<file path="src/rtl/song_sequencer.sv">
// Note recorder/player: captures received note codes into an external synchronous RAM,
// then replays them as note_start pulses paced by the envelope generator, gaps and rests.
module song_sequencer #(
    parameter int ADDR_W      = 10,
    parameter int DATA_W      = 8,
    parameter int GAP_CYCLES  = 0,
    parameter int REST_CYCLES = 1000,
    parameter int LOOP        = 1
) (
    input  logic              clk,
    input  logic              reset,
    input  logic              mode_press,
    input  logic              rx_dv,
    input  logic [DATA_W-1:0] rx_data,
    input  logic              env_done,
    input  logic [DATA_W-1:0] mem_dout,
    output logic              mem_we,
    output logic [ADDR_W-1:0] mem_addr,
    output logic [DATA_W-1:0] mem_din,
    output logic              note_start,
    output logic              writing,
    output logic              playing,
    output logic [ADDR_W:0]   song_len,
    output logic              overflow
);

    localparam int DEPTH   = 2 ** ADDR_W;
    localparam int CNT_MAX = (GAP_CYCLES > REST_CYCLES) ? GAP_CYCLES : REST_CYCLES;
    localparam int CNT_W   = (CNT_MAX < 2) ? 1 : $clog2(CNT_MAX + 1);

    localparam logic [ADDR_W:0]   DEPTH_V   = (ADDR_W + 1)'(DEPTH);
    localparam logic [CNT_W-1:0]  GAP_LOAD  = CNT_W'(GAP_CYCLES);
    localparam logic [CNT_W-1:0]  REST_LOAD = CNT_W'(REST_CYCLES);

    typedef enum logic [2:0] {
        S_IDLE,
        S_REC,
        S_FETCH,
        S_START,
        S_WAIT,
        S_HOLD
    } state_t;

    state_t              state_reg, state_next;
    logic [ADDR_W-1:0]   rd_idx_reg, rd_idx_next;
    logic [CNT_W-1:0]    cnt_reg, cnt_next;
    logic [ADDR_W:0]     song_len_reg, song_len_next;
    logic                overflow_reg, overflow_next;
    logic                advance;
    logic                enter_rec;
    logic                last_note;

    assign last_note = (({1'b0, rd_idx_reg} + (ADDR_W + 1)'(1)) >= song_len_reg);

    always_comb begin
        state_next    = state_reg;
        rd_idx_next   = rd_idx_reg;
        cnt_next      = cnt_reg;
        song_len_next = song_len_reg;
        overflow_next = overflow_reg;
        mem_we        = 1'b0;
        mem_addr      = rd_idx_reg;
        note_start    = 1'b0;
        advance       = 1'b0;
        enter_rec     = 1'b0;

        case (state_reg)
            S_IDLE: begin
                mem_addr = '0;
                if (mode_press) enter_rec = 1'b1;
            end
            S_REC: begin
                mem_addr = song_len_reg[ADDR_W-1:0];
                if (rx_dv) begin
                    if (song_len_reg < DEPTH_V) begin
                        mem_we        = 1'b1;
                        song_len_next = song_len_reg + (ADDR_W + 1)'(1);
                    end else begin
                        overflow_next = 1'b1;
                    end
                end
                // A byte arriving with the press is counted before deciding to play.
                if (mode_press) begin
                    if (song_len_next != '0) begin
                        state_next  = S_FETCH;
                        rd_idx_next = '0;
                    end else begin
                        state_next  = S_IDLE;
                    end
                end
            end
            S_FETCH: begin
                if (mode_press) enter_rec = 1'b1;
                else            state_next = S_START;
            end
            S_START: begin
                if (mode_press) begin
                    enter_rec = 1'b1;
                end else if (mem_dout != '0) begin
                    note_start = 1'b1;
                    state_next = S_WAIT;
                end else begin
                    cnt_next   = REST_LOAD;
                    state_next = S_HOLD;
                end
            end
            S_WAIT: begin
                if (mode_press) begin
                    enter_rec = 1'b1;
                end else if (env_done) begin
                    if (GAP_CYCLES == 0) begin
                        advance = 1'b1;
                    end else begin
                        cnt_next   = GAP_LOAD;
                        state_next = S_HOLD;
                    end
                end
            end
            S_HOLD: begin
                // The count is consumed one per cycle; the cycle holding 1 is the last one.
                if (mode_press) begin
                    enter_rec = 1'b1;
                end else if (cnt_reg <= CNT_W'(1)) begin
                    cnt_next = '0;
                    advance  = 1'b1;
                end else begin
                    cnt_next = cnt_reg - CNT_W'(1);
                end
            end
            default: state_next = S_IDLE;
        endcase

        if (advance) begin
            if (!last_note) begin
                rd_idx_next = rd_idx_reg + ADDR_W'(1);
                state_next  = S_FETCH;
            end else if (LOOP != 0) begin
                rd_idx_next = '0;
                state_next  = S_FETCH;
            end else begin
                state_next  = S_IDLE;
            end
        end

        if (enter_rec) begin
            state_next    = S_REC;
            song_len_next = '0;
            overflow_next = 1'b0;
        end

        // Reset must also veto any write or pulse in the very cycle it is asserted.
        if (reset) begin
            mem_we     = 1'b0;
            note_start = 1'b0;
        end
    end

    always_ff @(posedge clk) begin
        if (reset) begin
            state_reg    <= S_IDLE;
            rd_idx_reg   <= '0;
            cnt_reg      <= '0;
            song_len_reg <= '0;
            overflow_reg <= 1'b0;
        end else begin
            state_reg    <= state_next;
            rd_idx_reg   <= rd_idx_next;
            cnt_reg      <= cnt_next;
            song_len_reg <= song_len_next;
            overflow_reg <= overflow_next;
        end
    end

    assign mem_din  = rx_data;
    assign writing  = (state_reg == S_REC);
    assign playing  = (state_reg inside {S_FETCH, S_START, S_WAIT, S_HOLD});
    assign song_len = song_len_reg;
    assign overflow = overflow_reg;

endmodule

</file>
<file path="config.mk">
export PLATFORM = sky130hd
export DESIGN_NAME = song_sequencer
export DESIGN_NICKNAME = d
export VERILOG_FILES = /design/src/rtl/song_sequencer.sv
export SDC_FILE = /design/constraint.sdc
export NUM_CORES = 1
export LEC_CHECK = 0
export BUFFER_PORTS_ARGS = -buffer_cell sky130_fd_sc_hd__buf_4
export CAP_MARGIN = 10
export CORE_MARGIN = 2
export CORE_UTILIZATION = 57
export CTS_BUF_LIST = sky130_fd_sc_hd__clkbuf_2
export CTS_CLUSTER_SIZE = 20
export DETAILED_ROUTE_END_ITERATION = 6
export PLACE_DENSITY = 0.83
export SETUP_SLACK_MARGIN = 0.4
export SLEW_MARGIN = 20
export SYNTH_ARGS = -nofsm -noshare
export SYNTH_HDL_FRONTEND = slang
export SYNTH_SLANG_ARGS = --single-unit
</file>
<file path="constraint.sdc">
create_clock -name clk -period 2.85 [get_ports clk]
set_clock_uncertainty 0.2 [all_clocks]
set_input_delay 0.1425 -clock clk [delete_from_list [all_inputs] [get_ports clk]]
set_output_delay 0.1425 -clock clk [all_outputs]
set_load 0.05 [all_outputs]
</file>
==> results of run 1 <==
-- what timing repair did --
item / in CTS / in global routing
hold buffers: 3 / 0
gates cloned: 1 / 0
hold endpoints to repair: 14 / 0
setup endpoints to repair: 11 / 23
resized for setup: 24 / 30
buffers inserted: 10 / 6
pin swaps: 12 / 10
-- routing by layer --
layer	wire length, µm	track usage, %	vias up	share of wire, %
li1	-	-	1285	-
met2	3410	44.2	123	47
met5	0	0	-	0
met3	567	6.98	25	7.8
met4	167	10.7	0	2.3
met1	3150	38.8	1249	43
-- worst max-delay path, stage by stage (launching register included) --
cell and delay [ns]:
dfxtp_4 0.41, buf_4 0.15, nand3_1 0.13, nor3_1 0.31, xnor2_2 0.20, ha_1 0.28
o21ai_0 0.28, a21oi_2 0.15, a211o_4 0.39, nand2b_4 0.15, o31ai_1 0.08
-- cell usage in the layout, fill, tap and decap left out, drive strengths merged, types with 2 or more instances in the layout --
master	Yosys	routed
a211o	2	3
a211oi	2	2
a21o	2	2
a21oi	21	21
a31oi	5	5
and3	2	2
buf	13	59
clkbuf	8	7
dfxtp	35	35
dlygate4sd3	0	3
ha	18	18
inv	29	29
nand2	19	19
nand2b	12	12
nand3	22	22
nand3b	3	3
nor2	32	32
nor2b	4	4
nor3	19	19
nor4	9	9
o211ai	3	3
o21ai	28	28
o31ai	10	10
o32ai	2	2
or2	2	2
or3	3	3
or4	4	4
xnor2	15	15
-- logic make-up after synthesis --
group	Yosys count	share of synthesized area, %
and+or+nand+nor	139	29.5
AOI/OAI and AO/OA	79	19.4
buffers and inverters	50	8.87
DFF	35	27.7
adders and majority gates	18	8.92
xor gates and xnor gates	16	5.55
-- through the flow --
stage | area, µm² | std cells
after CTS | 3090 | 433
final | 3270 | 439
after global placement | 2820 | 411
after detailed placement | 2820 | 411
after global routing | 3270 | 439
after floorplan | 2550 | 337
-- area by class of cell --
class / instances / share of cell area [%]
Inverter: 29 / 3.48
Tap cell: 52 / 1.99
Timing Repair Buffer: 62 / 14.5
Sequential cell: 35 / 22.3
Multi-Input combinational cell: 253 / 56.6
Clock inverter: 1 / 0.153
Clock buffer: 7 / 1.07
-- power by group --
part           leakage, nW  internal, W  switching, W
clock network       0.0330    0.0000668      0.000181
registers            0.289     0.000487    0.00000477
logic                0.948    0.0000297     0.0000498
total                 1.27     0.000583      0.000235
-- worst min path at each step --
stage / from / to / slack (ns) / depth (start not counted)
2_1_floorplan: reset / cnt_reg[6] / 0.02 / 1
3_3_place_gp: rx_data[3] / mem_din[3] / 0.09 / 0
3_5_place_dp: rx_data[3] / mem_din[3] / 0.09 / 0
4_1_cts: mem_dout[6] / state_reg[0] / 0.04 / 6
5_1_grt: rx_data[3] / mem_din[3] / 0.09 / 0
6_report: rx_data[3] / mem_din[3] / 0.09 / 0
==> impl_metrics.env, run 1 <==
export IMPL_cap_violations=0
export IMPL_first_iter_violations=227
export IMPL_core_um2=4320
export IMPL_initial_core_util_pct=58.4
export IMPL_ys_ff_latch=35
export IMPL_report_final_slew_viol_count=0
export IMPL_cts_made_buffers=5
export IMPL_io_buffers=38
export IMPL_clock_sinks=35
export IMPL_fin_worst_hold_slack_ns=0.0850
export IMPL_grt_pass1_vias=2455
export IMPL_syn_inst=337
export IMPL_multi_input_area_um2=1850
export IMPL_setup_worst_path_start="rd_idx_reg[5]"
export IMPL_seq_area_frac_synth_pct=27.7
export IMPL_die_w_um=70.6
export IMPL_path_clk_slew_ns=0.21
export IMPL_ios=55
export IMPL_relSlewSlack_pct=65.0
export IMPL_cts_tree="built"
export IMPL_path_class="reg -> reg"
export IMPL_antenna_left=0
export IMPL_cts_root_buf="clkbuf_2"
export IMPL_fin_ws_ns=0.0473
export IMPL_hpwlAfterDp_um=4640
export IMPL_p_leak_nw=1.27
export IMPL_r2r_setup_slack_ns=0.05
export IMPL_drive_gt1_share_pct=32.0
export IMPL_route_detailed_drc=0
export IMPL_grt_pass1_wl_um=11600
export IMPL_synth_most_common_cell="dfxtp_1"
export IMPL_yosysTopAreaCellShare_pct=27.7
export IMPL_status="finished, final reports clean"
export IMPL_min_period_ns=2.80
export IMPL_hold_viol=0
export IMPL_cts_max_path_buffers=2
export IMPL_netlist_area_um2=2530
export IMPL_insertion_delay_ns=0.42
export IMPL_power_w=0.000819
export IMPL_first_pass_iters=5
export IMPL_dpl_worst_slack_ns=0.140
export IMPL_tns_ns=0
export IMPL_yosysUniqueCellTypes=47
export IMPL_rows=24
export IMPL_post_drt_wl_per_cell_um=16.6
export IMPL_netlist_top_cells_area="dfxtp_1 (28%), ha_1 (8.9%), o21ai_0 (5.3%), xnor2_1 (5.2%), nor2_1 (4.8%)"
export IMPL_synth_avg_cell_area_um2=7.50
export IMPL_drt_wl_total_um=7300
export IMPL_area_growth_pct=29.5
export IMPL_synth_ff_type="dfxtp_1"
export IMPL_grt_usage_pct=28.5
export IMPL_max_freq_ghz=0.357
export IMPL_regArea_um2=729
export IMPL_postLayoutCoreUtil_pct=75.7
export IMPL_setup_viol=0
export IMPL_async_reset_ff_share_pct=0
export IMPL_fin_crit_sh_pct=98.3
export IMPL_cts_max_level=2
export IMPL_antenna_cells=0
export IMPL_crit_fanout=5
export IMPL_finalNetCount=425
export IMPL_worstRegToRegCells=10
export IMPL_rsz0062_at_grt="true"
export IMPL_start_kind="flop"
export IMPL_num_vias=2682
export IMPL_yosys_top_cells_count="dfxtp_1 (35), nor2_1 (32), inv_1 (29)"
export IMPL_power_density_nw_per_um2=250
export IMPL_grt_max_degree=21
export IMPL_fill_cells=295
export IMPL_hold_class="in -> out"
export IMPL_cp_endpoint="rd_idx_reg[9]"
export IMPL_synth_top_cell_by_area="dfxtp_1"
export IMPL_cp_data_required_time_ns=3.00
export IMPL_die_h_um=70.6
export IMPL_cp_data_arrival_time_ns=2.96
export IMPL_ys_warnings_count=0
export IMPL_vias_per_cell=6.11
export IMPL_synth_edf_count=0
export IMPL_timing_rr_start="rd_idx_reg[5]"
export IMPL_fp_dieArea_um2=4980
export IMPL_tightest_slew_ns=0.521
export IMPL_ir_drop_mv=0.211
export IMPL_syn_nets=376
export IMPL_rr_endpoint="rd_idx_reg[9]"
export IMPL_largest_reg_flops=11
export IMPL_endpoint_kind="flop"
export IMPL_grt_ovfl_total=0
export IMPL_gp_congestion=0.941
export IMPL_antenna_found_initial=0
Note: power is estimated with default switching activity, not from simulation.
==> run 2, diff against run 1 <==
Settings changed: SETUP_SLACK_MARGIN 0.4 to 0.3.
==> impl_metrics.env, run 2 (synthesis results as in run 1) <==
export IMPL_antenna_found_initial=0
export IMPL_cp_data_arrival_time_ns=2.95
export IMPL_fp_dieArea_um2=4980
export IMPL_ios=55
export IMPL_cts_max_path_buffers=2
export IMPL_grt_pass1_vias=2455
export IMPL_p_clk_share_pct=37.9
export IMPL_drive_gt1_share_pct=29.8
export IMPL_fin_worst_hold_slack_ns=-0.0337
export IMPL_rows=24
export IMPL_setup_viol=0
export IMPL_p_leak_nw=1.24
export IMPL_grt_ovfl_total=0
export IMPL_layout_commonest_cell="buf_4"
export IMPL_fin_crit_sh_pct=98.1
export IMPL_status="finished, violations left"
export IMPL_cap_violations=0
export IMPL_hpwlAfterDp_um=4690
export IMPL_violations="negative hold slack"
export IMPL_clock_sinks=35
export IMPL_drt_wl_total_um=7650
export IMPL_hold_class="in -> reg"
export IMPL_cts_max_level=2
export IMPL_route_detailed_drc=0
export IMPL_finalNetCount=424
export IMPL_max_freq_ghz=0.358
export IMPL_slowest_stage="a211o_4"
export IMPL_grt_usage_pct=28.4
export IMPL_p_int_w=0.000666
export IMPL_insertion_delay_ns=0.44
export IMPL_hold_viol=1
export IMPL_p_sw_share_pct=27.6
export IMPL_largest_reg_flops=11
export IMPL_power_w=0.000920
export IMPL_cts_tree="built"
export IMPL_first_pass_iters=6
export IMPL_rsz0062_at_grt="true"
export IMPL_post_drt_wl_per_cell_um=17.5
export IMPL_endpoint_kind="flop"
export IMPL_p_sw_w=0.000253
export IMPL_tns_ns=0
export IMPL_cts_made_buffers=5
export IMPL_crit_fanout=5
export IMPL_path_clk_slew_ns=0.23
export IMPL_core_um2=4320
export IMPL_gp_congestion=0.913
export IMPL_grt_busiest_layer="met2"
export IMPL_grt_util_met2_pct=44.5
export IMPL_first_iter_violations=295
export IMPL_vias_per_cell=6.35
export IMPL_path_class="reg -> reg"
export IMPL_cp_data_required_time_ns=3.00
export IMPL_ir_drop_mv=0.204
export IMPL_crit_chain="inv_2 -> nor3_4 -> and3_4 -> nand3_4 -> xnor2_4 -> inv_2 -> ha_4 -> nor3_4 -> o211ai_1 -> a211o_4 -> a21o_1 -> o31ai_1"
export IMPL_relSlewSlack_pct=61.1
export IMPL_num_vias=2783
export IMPL_report_final_slew_viol_count=0
export IMPL_die_w_um=70.6
export IMPL_met3_usage_pct=5.70
export IMPL_layout_cells_most_common_list="buf_4 (58), nor2_1 (31), inv_1 (25), o21ai_0 (25), dfxtp_1 (25)"
export IMPL_slowest_delay_ns=0.43
export IMPL_start_kind="flop"
export IMPL_grtUsageMet1_pct=38.9
export IMPL_grt_pass1_wl_um=11600
export IMPL_die_h_um=70.6
export IMPL_antenna_cells=0
export IMPL_cts_root_buf="clkbuf_2"
export IMPL_area_growth_pct=28.1
export IMPL_final_area_um2=3240
export IMPL_combPwrFrac_pct=8.3
export IMPL_io_buffers=38
export IMPL_tightest_slew_ns=0.578
export IMPL_initial_core_util_pct=58.4
export IMPL_power_density_nw_per_um2=284
export IMPL_min_period_ns=2.80
export IMPL_grt_max_degree=21
export IMPL_post_dp_cell_area_um2=2820
export IMPL_antenna_left=0
export IMPL_p_seq_share_pct=53.8
run 2: final timing paths:
| kind | startpoint | to | slack [ns] | cells after the start |
|---|---|---|---|---|
| worst max-delay path | rd_idx_reg[5] | rd_idx_reg[6] | 0.05 | 12 |
| worst min-delay path | mem_dout[6] | state_reg[0] | -0.03 | 6 |
| worst max register to register | rd_idx_reg[5] | rd_idx_reg[6] | 0.05 | 12 |
| worst min register to register | cnt_reg[3] | cnt_reg[3] | 0.31 | 2 |
run 2: power groups by stage:
stage / sequential (W) / combinational, W / clock [W]
finish: 0.000495 / 0.0000767 / 0.000349
global route: 0.000495 / 0.0000822 / 0.000365
CTS: 0.000494 / 0.0000729 / 0.000342
detailed placement: 0.000507 / 0.0000692 / 0
global placement: 0.000506 / 0.0000683 / 0
floorplan: 0.000506 / 0.0000726 / 0
run 2: per-layer routing:
layer	vias up	share of wire [%]
li1	1286	-
met1	1313	43
met2	153	46
met3	31	7.7
met4	0	3.5
met5	-	0
run 2: layout make-up:
class / instances / area (µm²)
Fill cell: 313 / 1090
Clock buffer: 5 / 25.0
Multi-Input combinational cell: 253 / 1810
Sequential cell: 35 / 721
Timing Repair Buffer: 61 / 465
Tap cell: 52 / 65.1
Inverter: 29 / 109
Clock inverter: 3 / 43.8
run 2: worst max-delay path, delay by kind of cell, from the launching register on:
family / cells / cell delay, ns
compound gates: 4 / 0.89
fa+ha+maj: 1 / 0.16
xor+xnor: 1 / 0.20
simple gates: 4 / 0.75
flops: 1 / 0.40
buf+inv: 2 / 0.12
run 2: metrics by stage:
stage / hold slack [ns] / utilization [%] / std cells / setup WS [ns]
floorplan: 0.0218 / - / 337 / 0.305
global placement: 0.0853 / 65.1 / 412 / 0.227
detailed placement: 0.0853 / 65.1 / 412 / 0.121
CTS: 0.00938 / 71.6 / 432 / 0.258
global route: 0.0212 / 74.8 / 438 / -0.0281
finish: -0.0337 / 74.8 / 438 / 0.0534
run 2: what timing repair did:
item | in CTS | in global routing
cloned | 1 | 0
gates resized for setup | 25 | 24
hold endpoints to repair | 15 | 0
hold buffers | 3 | 0
pin swaps | 11 | 15
setup buffers | 8 | 6
setup endpoints to repair | 9 | 21
